`src/rtl/dmem_access_ctrl.sv`:
```
// Load/store sequencer in front of a word-only data RAM: alignment/range checks,
// load extraction with sign/zero extension, and read-modify-write for SB/SH.
module dmem_access_ctrl #(
  parameter logic [31:0] MEM_BASE  = 32'h0000_0000,
  parameter int unsigned MEM_WORDS = 1024
) (
  input  logic        clk,
  input  logic        rstn,
  input  logic        reqValid,
  output logic        reqReady,
  input  logic        reqWrite,
  input  logic [2:0]  reqFunct3,
  input  logic [31:0] reqAddr,
  input  logic [31:0] reqWdata,
  input  logic [31:0] reqPc,
  output logic        rspValid,
  input  logic        rspReady,
  output logic [31:0] rspRdata,
  output logic        rspErr,
  output logic [31:0] memAddr,
  output logic        memReadEnable,
  input  logic [31:0] memReadData,
  output logic        memWriteEnable,
  output logic [31:0] memWriteData,
  output logic [31:0] memPc
);

  localparam logic [32:0] MEM_LO = 33'(MEM_BASE);
  localparam logic [32:0] MEM_HI = 33'(MEM_BASE) + 33'(MEM_WORDS) * 33'd4;

  localparam logic [2:0] F3_B  = 3'b000;
  localparam logic [2:0] F3_H  = 3'b001;
  localparam logic [2:0] F3_W  = 3'b010;
  localparam logic [2:0] F3_BU = 3'b100;
  localparam logic [2:0] F3_HU = 3'b101;

  typedef enum logic [1:0] {IDLE, RD, WR, RESP} state_t;

  state_t      state;
  logic [2:0]  funct3Q;
  logic        writeQ;
  logic [31:0] addrQ;
  logic [31:0] wdataQ;
  logic [31:0] pcQ;

  logic        accept_c;
  logic        alignErr_c;
  logic        funct3Err_c;
  logic        rangeOk_c;
  logic        reqErr_c;
  logic [7:0]  byteSel_c;
  logic [15:0] halfSel_c;
  logic [31:0] loadData_c;
  logic [31:0] mergeData_c;

  assign reqReady = (state == IDLE) && rstn;
  assign accept_c = reqValid && reqReady;

  // Request legality, evaluated on the live request in IDLE
  always_comb begin
    alignErr_c  = 1'b0;
    funct3Err_c = 1'b0;
    unique case (reqFunct3)
      F3_B:         funct3Err_c = 1'b0;
      F3_H:         alignErr_c  = reqAddr[0];
      F3_W:         alignErr_c  = (reqAddr[1:0] != 2'b00);
      F3_BU:        funct3Err_c = reqWrite;
      F3_HU: begin
        funct3Err_c = reqWrite;
        alignErr_c  = reqAddr[0];
      end
      default:      funct3Err_c = 1'b1;
    endcase
    rangeOk_c = ({1'b0, reqAddr} >= MEM_LO) && ({1'b0, reqAddr} < MEM_HI);
    reqErr_c  = alignErr_c || funct3Err_c || !rangeOk_c;
  end

  // Lane extraction for loads and lane merge for sub-word stores
  always_comb begin
    byteSel_c   = memReadData[{addrQ[1:0], 3'b000} +: 8];
    halfSel_c   = memReadData[{addrQ[1], 4'b0000} +: 16];
    loadData_c  = memReadData;
    unique case (funct3Q)
      F3_B:    loadData_c = {{24{byteSel_c[7]}}, byteSel_c};
      F3_BU:   loadData_c = {24'h0, byteSel_c};
      F3_H:    loadData_c = {{16{halfSel_c[15]}}, halfSel_c};
      F3_HU:   loadData_c = {16'h0, halfSel_c};
      default: loadData_c = memReadData;
    endcase
    mergeData_c = memReadData;
    if (funct3Q == F3_B) begin
      mergeData_c[{addrQ[1:0], 3'b000} +: 8] = wdataQ[7:0];
    end else begin
      mergeData_c[{addrQ[1], 4'b0000} +: 16] = wdataQ[15:0];
    end
  end

  always_ff @(posedge clk or negedge rstn) begin
    if (!rstn) begin
      state          <= IDLE;
      funct3Q        <= 3'b000;
      writeQ         <= 1'b0;
      addrQ          <= 32'h0;
      wdataQ         <= 32'h0;
      pcQ            <= 32'h0;
      rspValid       <= 1'b0;
      rspRdata       <= 32'h0;
      rspErr         <= 1'b0;
      memAddr        <= 32'h0;
      memReadEnable  <= 1'b0;
      memWriteEnable <= 1'b0;
      memWriteData   <= 32'h0;
      memPc          <= 32'h0;
    end else begin
      unique case (state)
        IDLE: begin
          if (accept_c) begin
            funct3Q <= reqFunct3;
            writeQ  <= reqWrite;
            addrQ   <= reqAddr;
            wdataQ  <= reqWdata;
            pcQ     <= reqPc;
            if (reqErr_c) begin
              state    <= RESP;
              rspValid <= 1'b1;
              rspErr   <= 1'b1;
              rspRdata <= 32'h0;
            end else begin
              rspErr  <= 1'b0;
              memAddr <= {reqAddr[31:2], 2'b00};
              if (reqWrite && (reqFunct3 == F3_W)) begin
                state          <= WR;
                memWriteEnable <= 1'b1;
                memWriteData   <= reqWdata;
                memPc          <= reqPc;
              end else begin
                state         <= RD;
                memReadEnable <= 1'b1;
              end
            end
          end
        end
        RD: begin
          memReadEnable <= 1'b0;
          if (writeQ) begin
            state          <= WR;
            memWriteEnable <= 1'b1;
            memWriteData   <= mergeData_c;
            memPc          <= pcQ;
          end else begin
            state    <= RESP;
            rspValid <= 1'b1;
            rspRdata <= loadData_c;
          end
        end
        WR: begin
          memWriteEnable <= 1'b0;
          state          <= RESP;
          rspValid       <= 1'b1;
          rspRdata       <= 32'h0;
        end
        RESP: begin
          if (rspReady) begin
            rspValid <= 1'b0;
            state    <= IDLE;
          end
        end
        default: state <= IDLE;
      endcase
    end
  end

endmodule

```
`config.mk`:
```
export PLATFORM = sky130hd
export DESIGN_NAME = dmem_access_ctrl
export DESIGN_NICKNAME = d
export VERILOG_FILES = /design/src/rtl/dmem_access_ctrl.sv
export SDC_FILE = /design/constraint.sdc
export NUM_CORES = 1
export LEC_CHECK = 0
export ABC_CLOCK_PERIOD_IN_PS = 5100
export BUFFER_PORTS_ARGS = -buffer_cell sky130_fd_sc_hd__buf_2
export CORE_UTILIZATION = 45
export DETAILED_ROUTE_END_ITERATION = 10
export PLACE_DENSITY = 0.68
export SYNTH_ARGS = -nofsm -noshare
export SYNTH_HDL_FRONTEND = slang
export SYNTH_SLANG_ARGS = --single-unit
```
`constraint.sdc`:
```
create_clock -name clk -period 5.1 [get_ports clk]
set_clock_uncertainty 0.15 [all_clocks]
set_input_delay 0.255 -clock clk [delete_from_list [all_inputs] [get_ports clk]]
set_output_delay 0.255 -clock clk [all_outputs]
set_load 0.01 [all_outputs]
```
Word-level counts from Yosys, hierarchy flattened
Index checks and enable logic that the tools add are counted.
{"block": "word_totals", "elab_cells": 106, "ff_bits": 186}
{"block": "classes", "shift": 6, "reduce_logical": 23, "n_eq_ne": 18, "n_lt_le_gt_ge": 1, "mux": 41, "n_addsub": 2, "n_bitwise": 1}
{"op": "$mux 32", "n": 12}
{"op": "$pmux 32 s2", "n": 2}
{"op": "$pmux 32 s4", "n": 1}
{"op": "$pmux 32 s3", "n": 1}
{"op": "$bwmux 32", "n": 2}
{"op": "$lt 32x13->1 const B", "n": 1}
{"op": "$shift 16x7->32 const A", "n": 1}
{"op": "$shift 8x7->32 const A", "n": 1}
{"op": "$shiftx 16x7->32", "n": 1}
{"op": "$shiftx 32x6->16", "n": 1}
{"op": "$shiftx 32x6->8", "n": 1}
{"op": "$shiftx 8x7->32", "n": 1}
{"op": "$ne 2x2->1 const B", "n": 7}
{"op": "$neg 5->7", "n": 2}
{"op": "$mux 1", "n": 13}
{"op": "$eq 3x3->1 const B", "n": 4}
{"op": "$reduce_and 4->1", "n": 3}
{"op": "$reduce_and 5->1", "n": 2}
{"op": "$mux 2", "n": 4}
{"op": "$pmux 2 s4", "n": 1}
{"op": "$eq 3x1->1 const B", "n": 2}
{"op": "$logic_not 3->1", "n": 2}
{"op": "$pmux 1 s2", "n": 3}
{"op": "$eq 2x2->1 const B", "n": 2}
{"op": "other kinds (16)", "n": 22}

Longest topological paths before layout
{"block": "depth", "depth_word": 8, "mapped_depth": 10, "mapped_depth_nobuf": 7}

Least setup slack after synthesis
No wires, ideal clock.
{"block": "synth_path", "path_type": "register -> register", "startpoint": "register state[0]", "endpoint": "register rspRdata[1]", "synth_period_minus_slack_ns": 2.267, "required_time_ns": 4.825, "path_stages_with_launch": 8, "arrival_time_ns": 1.993, "n_path_buf": 1, "setup_slack_ns": 2.833, "cell_sequence": "dfrtp_1 inv_1 ha_1 nand3_1 o21bai_1 a221oi_2 buf_2 mux2_2"}
{"block": "synth_between", "elab_chain_cells": 5, "elab_cells_between_ends": 11, "classes_between": "eq/ne: 5; mux: 1; reduce/logical: 5"}
{"item": "start, declared", "line_no": "39", "rtl": "state_t state;"}
{"item": "start signal, assigned", "line_no": "100", "rtl": "state <= IDLE;"}
{"item": "start signal, assigned", "line_no": "124", "rtl": "state <= RESP;"}
{"item": "start signal, assigned", "line_no": "132", "rtl": "state <= WR;"}
{"item": "$logic_not 2->1", "line_no": "56, 115"}
{"item": "$logic_and 1x1->1", "line_no": "56", "rtl": "assign reqReady = (state == IDLE) && rstn;"}
{"item": "$logic_and 1x1->1", "line_no": "57", "rtl": "assign accept_c = reqValid && reqReady;"}
{"item": "$ne 2x2->1 (no line)"}
{"item": "$reduce_and 4->1 (no line)"}
{"item": "end signal, assigned", "line_no": "153", "rtl": "rspRdata <= loadData_c;"}
{"item": "end, declared", "line_no": "18", "rtl": "output logic [31:0] rspRdata,"}
Several ways; a longest one is shown, not always the timed one.
A chain may end at the register's enable or synchronous reset.

Final worst setup path
{"block": "layout_path", "startpoint": "register state[1]", "endpoint": "register memWriteData[16]"}
{"block": "layout_between", "elab_chain_cells": 5, "elab_cells_between_ends": 11, "classes_between": "eq/ne: 5; mux: 1; reduce/logical: 5"}
{"item": "$logic_not 2->1", "line_no": "56, 115"}
{"item": "$logic_and 1x1->1", "line_no": "56"}
{"item": "$logic_and 1x1->1", "line_no": "57"}
{"item": "$ne 2x2->1 (no line)"}
{"item": "$reduce_and 5->1 (no line)"}
{"item": "end signal, assigned", "line_no": "134", "rtl": "memWriteData <= reqWdata;"}
{"item": "end signal, assigned", "line_no": "148", "rtl": "memWriteData <= mergeData_c;"}
{"item": "end, declared", "line_no": "24", "rtl": "output logic [31:0] memWriteData,"}
Several ways; a longest one is shown, not always the timed one.

==> impl_metrics.json <==
{
  "clk_pin_slew_worst_paths_ns": 0.07,
  "tightest_slew_ns": 1.091,
  "cts_resized": 0,
  "holdCritPathClass": "in2reg",
  "switching_share": 0.3824,
  "final_hold_viol_count": 0,
  "crit_type": "reg2reg",
  "dpl.hpwl_mm": 17.07,
  "num-nets-final": 1198,
  "relSlewSlack": 0.2729,
  "post_cts_buffers": 0,
  "synthTopCellsByArea": "dfrtp_1, mux2_2, mux2i_1, a21oi_1, inv_1",
  "wirelength_mm": 24.47,
  "hold_end": "memWriteData[5]$_DFFE_PN0P_",
  "synth_edf_count": 0,
  "grt_pass1_vias": 7150,
  "die_h_um": 144.5,
  "layout-drive-gt1-share": 0.4638,
  "p_clk_frac": 0.200,
  "ios": 269,
  "cp_data_required_time_ns": 5.27,
  "max_freq_mhz": 283.2,
  "cell_internal_pwr_mw": 4.102,
  "synthCells": 744,
  "clkLatencyLatePin_ns": 0.43,
  "r2r_cells": 7,
  "maxCapViolations": 0,
  "overflow": 0,
  "timing.final.crit_share": 0.6924,
  "numCtsBuffers": 17,
  "synth_ff_type": "dfrtp_1",
  "gp_congestion": 0.9045,
  "yosysUniqueCellTypes": 55,
  "power_density_nw_per_um2": 559.6,
  "worst_slack_ns": 1.569,
  "rsz0062_at_grt": "no",
  "drcViolationCount": 0,
  "total_power_mw": 6.642,
  "initial_utilization": 0.4650,
  "stdcell_count": 1332,
  "reg2reg_to": "memWriteData[16]$_DFFE_PN0P_",
  "ant_nets": 0,
  "fin_area_um2": 11870,
  "die_w_um": 144.5,
  "h-tree-depth": 4,
  "grt_pass1_wl_mm": 38.17,
  "cts_root_buf": "clkbuf_16",
  "synth_top_area_frac": 0.5092,
  "cts.sinks": 186,
  "finalSetupTns_ns": 0,
  "placed_area_um2": 10620,
  "grt_use_total": 0.2437,
  "cp_max_fo": 79,
  "detail_route.wl_per_cell_um": 18.37,
  "yosys.area.top_type": "dfrtp_1",
  "run_status": "completed",
  "p_leak_nw": 5.865,
  "whs_path_depth": 3,
  "pwr-share-seq": 0.376,
  "vdd_drop_max_mv": 0.2827,
  "port_buffers": 266,
  "switching_power_mw": 2.540,
  "r2r_start": "state[1]$_DFFE_PN0P_",
  "combPwrFrac": 0.424,
  "core_um2": 19650,
  "via_count": 7105,
  "yosys_warnings": 0,
  "place_ws_ns": 1.563,
  "setup_viol": 0,
  "syn_area_um2": 9140,
  "antenna_found_initial": 2,
  "ys_ff_latch": 186,
  "dr.pass1.iters": 7,
  "synth-async-reset-ratio": 1.000,
  "drt_iter0_markers": 346,
  "design.die.area_um2": 20880,
  "dpl.cell_count": 1233,
  "min_from": "memReadData[5]",
  "start_kind": "register",
  "area_growth_syn_to_layout_pct": 29.87,
  "grt_max_degree": 80,
  "cts_buffer_depth": 2,
  "cts_hold_buf": 65,
  "r2r_slack_ns": 1.57,
  "yosysSeqAreaShare": 0.5092,
  "worstPathArrival_ns": 3.70,
  "via_per_inst": 5.334,
  "cp-end-kind": "register",
  "num_rows": 51,
  "slew_violations": 0,
  "syn_area_per_cell_um2": 12.28,
  "cts_tree": "built",
  "finalCriticalPeriod_ns": 3.531
}
-- cell usage after synthesis (2+ instances only) --
cell and count:
a21o_1 12, a21oi_1 36, a221oi_1 15, a222oi_1 8, a22o_1 8, a31oi_1 9, a41oi_1 2, and3_1 2
buf_1 2, buf_2 12, buf_4 5, buf_6 8, clkbuf_1 20, dfrtp_1 186, ha_1 10, inv_1 46
mux2_1 2, mux2_2 167, mux2_4 9, mux2i_1 32, nand2_1 20, nand2b_1 3, nand3_1 6, nand4_1 2
nor2_1 35, nor2b_1 20, nor3_1 11, nor3b_1 8, nor4_1 5, nor4_4 2, o21ai_0 9, o221ai_1 9
-- layout make-up --
class	instances	area [um^2]
fillers	1631	7784
flip-flops and latches	186	4654
multi-input cells	463	4071
repair buffers	336	2028
clock buffers	17	425.4
well taps	265	331.6
inverters	48	180.2
clock inverters	15	173.9
diodes	2	5.005
-- power groups by stage --
stage,clock [mW],sequential (mW),combinational [mW]
6_report,1.33,2.50,2.82
5_1_grt,1.41,2.57,3.11
4_1_cts,1.36,2.49,2.84
3_5_place_dp,0,2.52,2.78
3_3_place_gp,0,2.50,2.73
2_1_floorplan,0,2.51,1.90
-- layer usage --
| metal | part of all wire | wire (um) | global-route usage | vias to the layer above |
|---|---|---|---|---|
| li1 | - | - | - | 3303 |
| met1 | 0.44 | 10650 | 0.3224 | 3477 |
| met2 | 0.47 | 11380 | 0.3826 | 285 |
| met3 | 0.077 | 1879 | 0.06689 | 40 |
| met4 | 0.023 | 557 | 0.08643 | 0 |
| met5 | 0 | 0 | 0 | - |
-- sequential cells by signal, indices dropped and copies added, names as in the netlist --
signal	count
memPc	32
state	2
memWriteData	32
memAddr	30
rspValid	1
wdataQ	16
rspErr	1
writeQ	1
addrQ	2
memReadEnable	1
pcQ	32
memWriteEnable	1
rspRdata	32
funct3Q	3
-- cell usage in the layout (no fill, tap or decap), types with 3 or more instances in the layout --
cell	Yosys	routed
buf_2	12	265
dfrtp_1	186	186
mux2_2	167	167
dlygate4sd3_1	0	65
inv_1	46	46
a21oi_1	36	36
nor2_1	35	35
mux2i_1	32	32
nand2_1	20	20
nor2b_1	20	20
clkbuf_16	0	17
a221oi_1	15	15
a21o_1	12	12
nor3_1	11	11
o221ai_1	9	9
o21ai_0	9	9
a31oi_1	9	9
mux2_4	9	9
ha_1	10	9
nor3b_1	8	8
a22o_1	8	8
a222oi_1	8	8
nor4_1	5	5
nand3_1	6	5
inv_8	0	5
buf_4	5	5
clkinv_4	0	4
clkinv_8	0	4
nand2b_1	3	3
-- worst max-delay path: stages, from the launching register on --
cell,delay (ns)
dfrtp_1,0.41
inv_1,0.11
ha_4,0.43
inv_2,0.53
nor2_1,0.17
nor3_1,0.28
a31o_4,0.85
mux2_2,0.42
-- metrics by stage --
stage,hold WS (ns),util
final,0.02451,0.6040
after global routing,0.03928,0.6040
after CTS,0.01740,0.6037
after detailed placement,0.07253,0.5401
after global placement,0.07405,0.5401
after floorplan,-0.1906,-
-- how the worst max path moves through the flow --
stage | end | from | slack, ns
6_report | memWriteData[16]$_DFFE_PN0P_ | state[1]$_DFFE_PN0P_ | 1.57
5_1_grt | memWriteData[10]$_DFFE_PN0P_ | state[1]$_DFFE_PN0P_ | 1.31
4_1_cts | memPc[5]$_DFFE_PN0P_ | state[1]$_DFFE_PN0P_ | 1.54
3_5_place_dp | memPc[20]$_DFFE_PN0P_ | state[1]$_DFFE_PN0P_ | 1.56
3_3_place_gp | memPc[4]$_DFFE_PN0P_ | state[1]$_DFFE_PN0P_ | 1.63
2_1_floorplan | rspRdata[1]$_DFFE_PN0P_ | state[0]$_DFFE_PN0P_ | 2.83
-- cell families (layout without fill, tap and decap cells) --
group | after synthesis | count (layout) | synth area share
mux | 211 | 211 | 0.2605
flops | 186 | 186 | 0.5092
simple gates | 121 | 121 | 0.07255
compound gates | 119 | 119 | 0.09377
buf+inv | 96 | 416 | 0.04983
fa+ha+maj | 10 | 10 | 0.01369
other cells | 1 | 4 | 0.0004103
No activity file was read; power rests on OpenSTA's default activity.
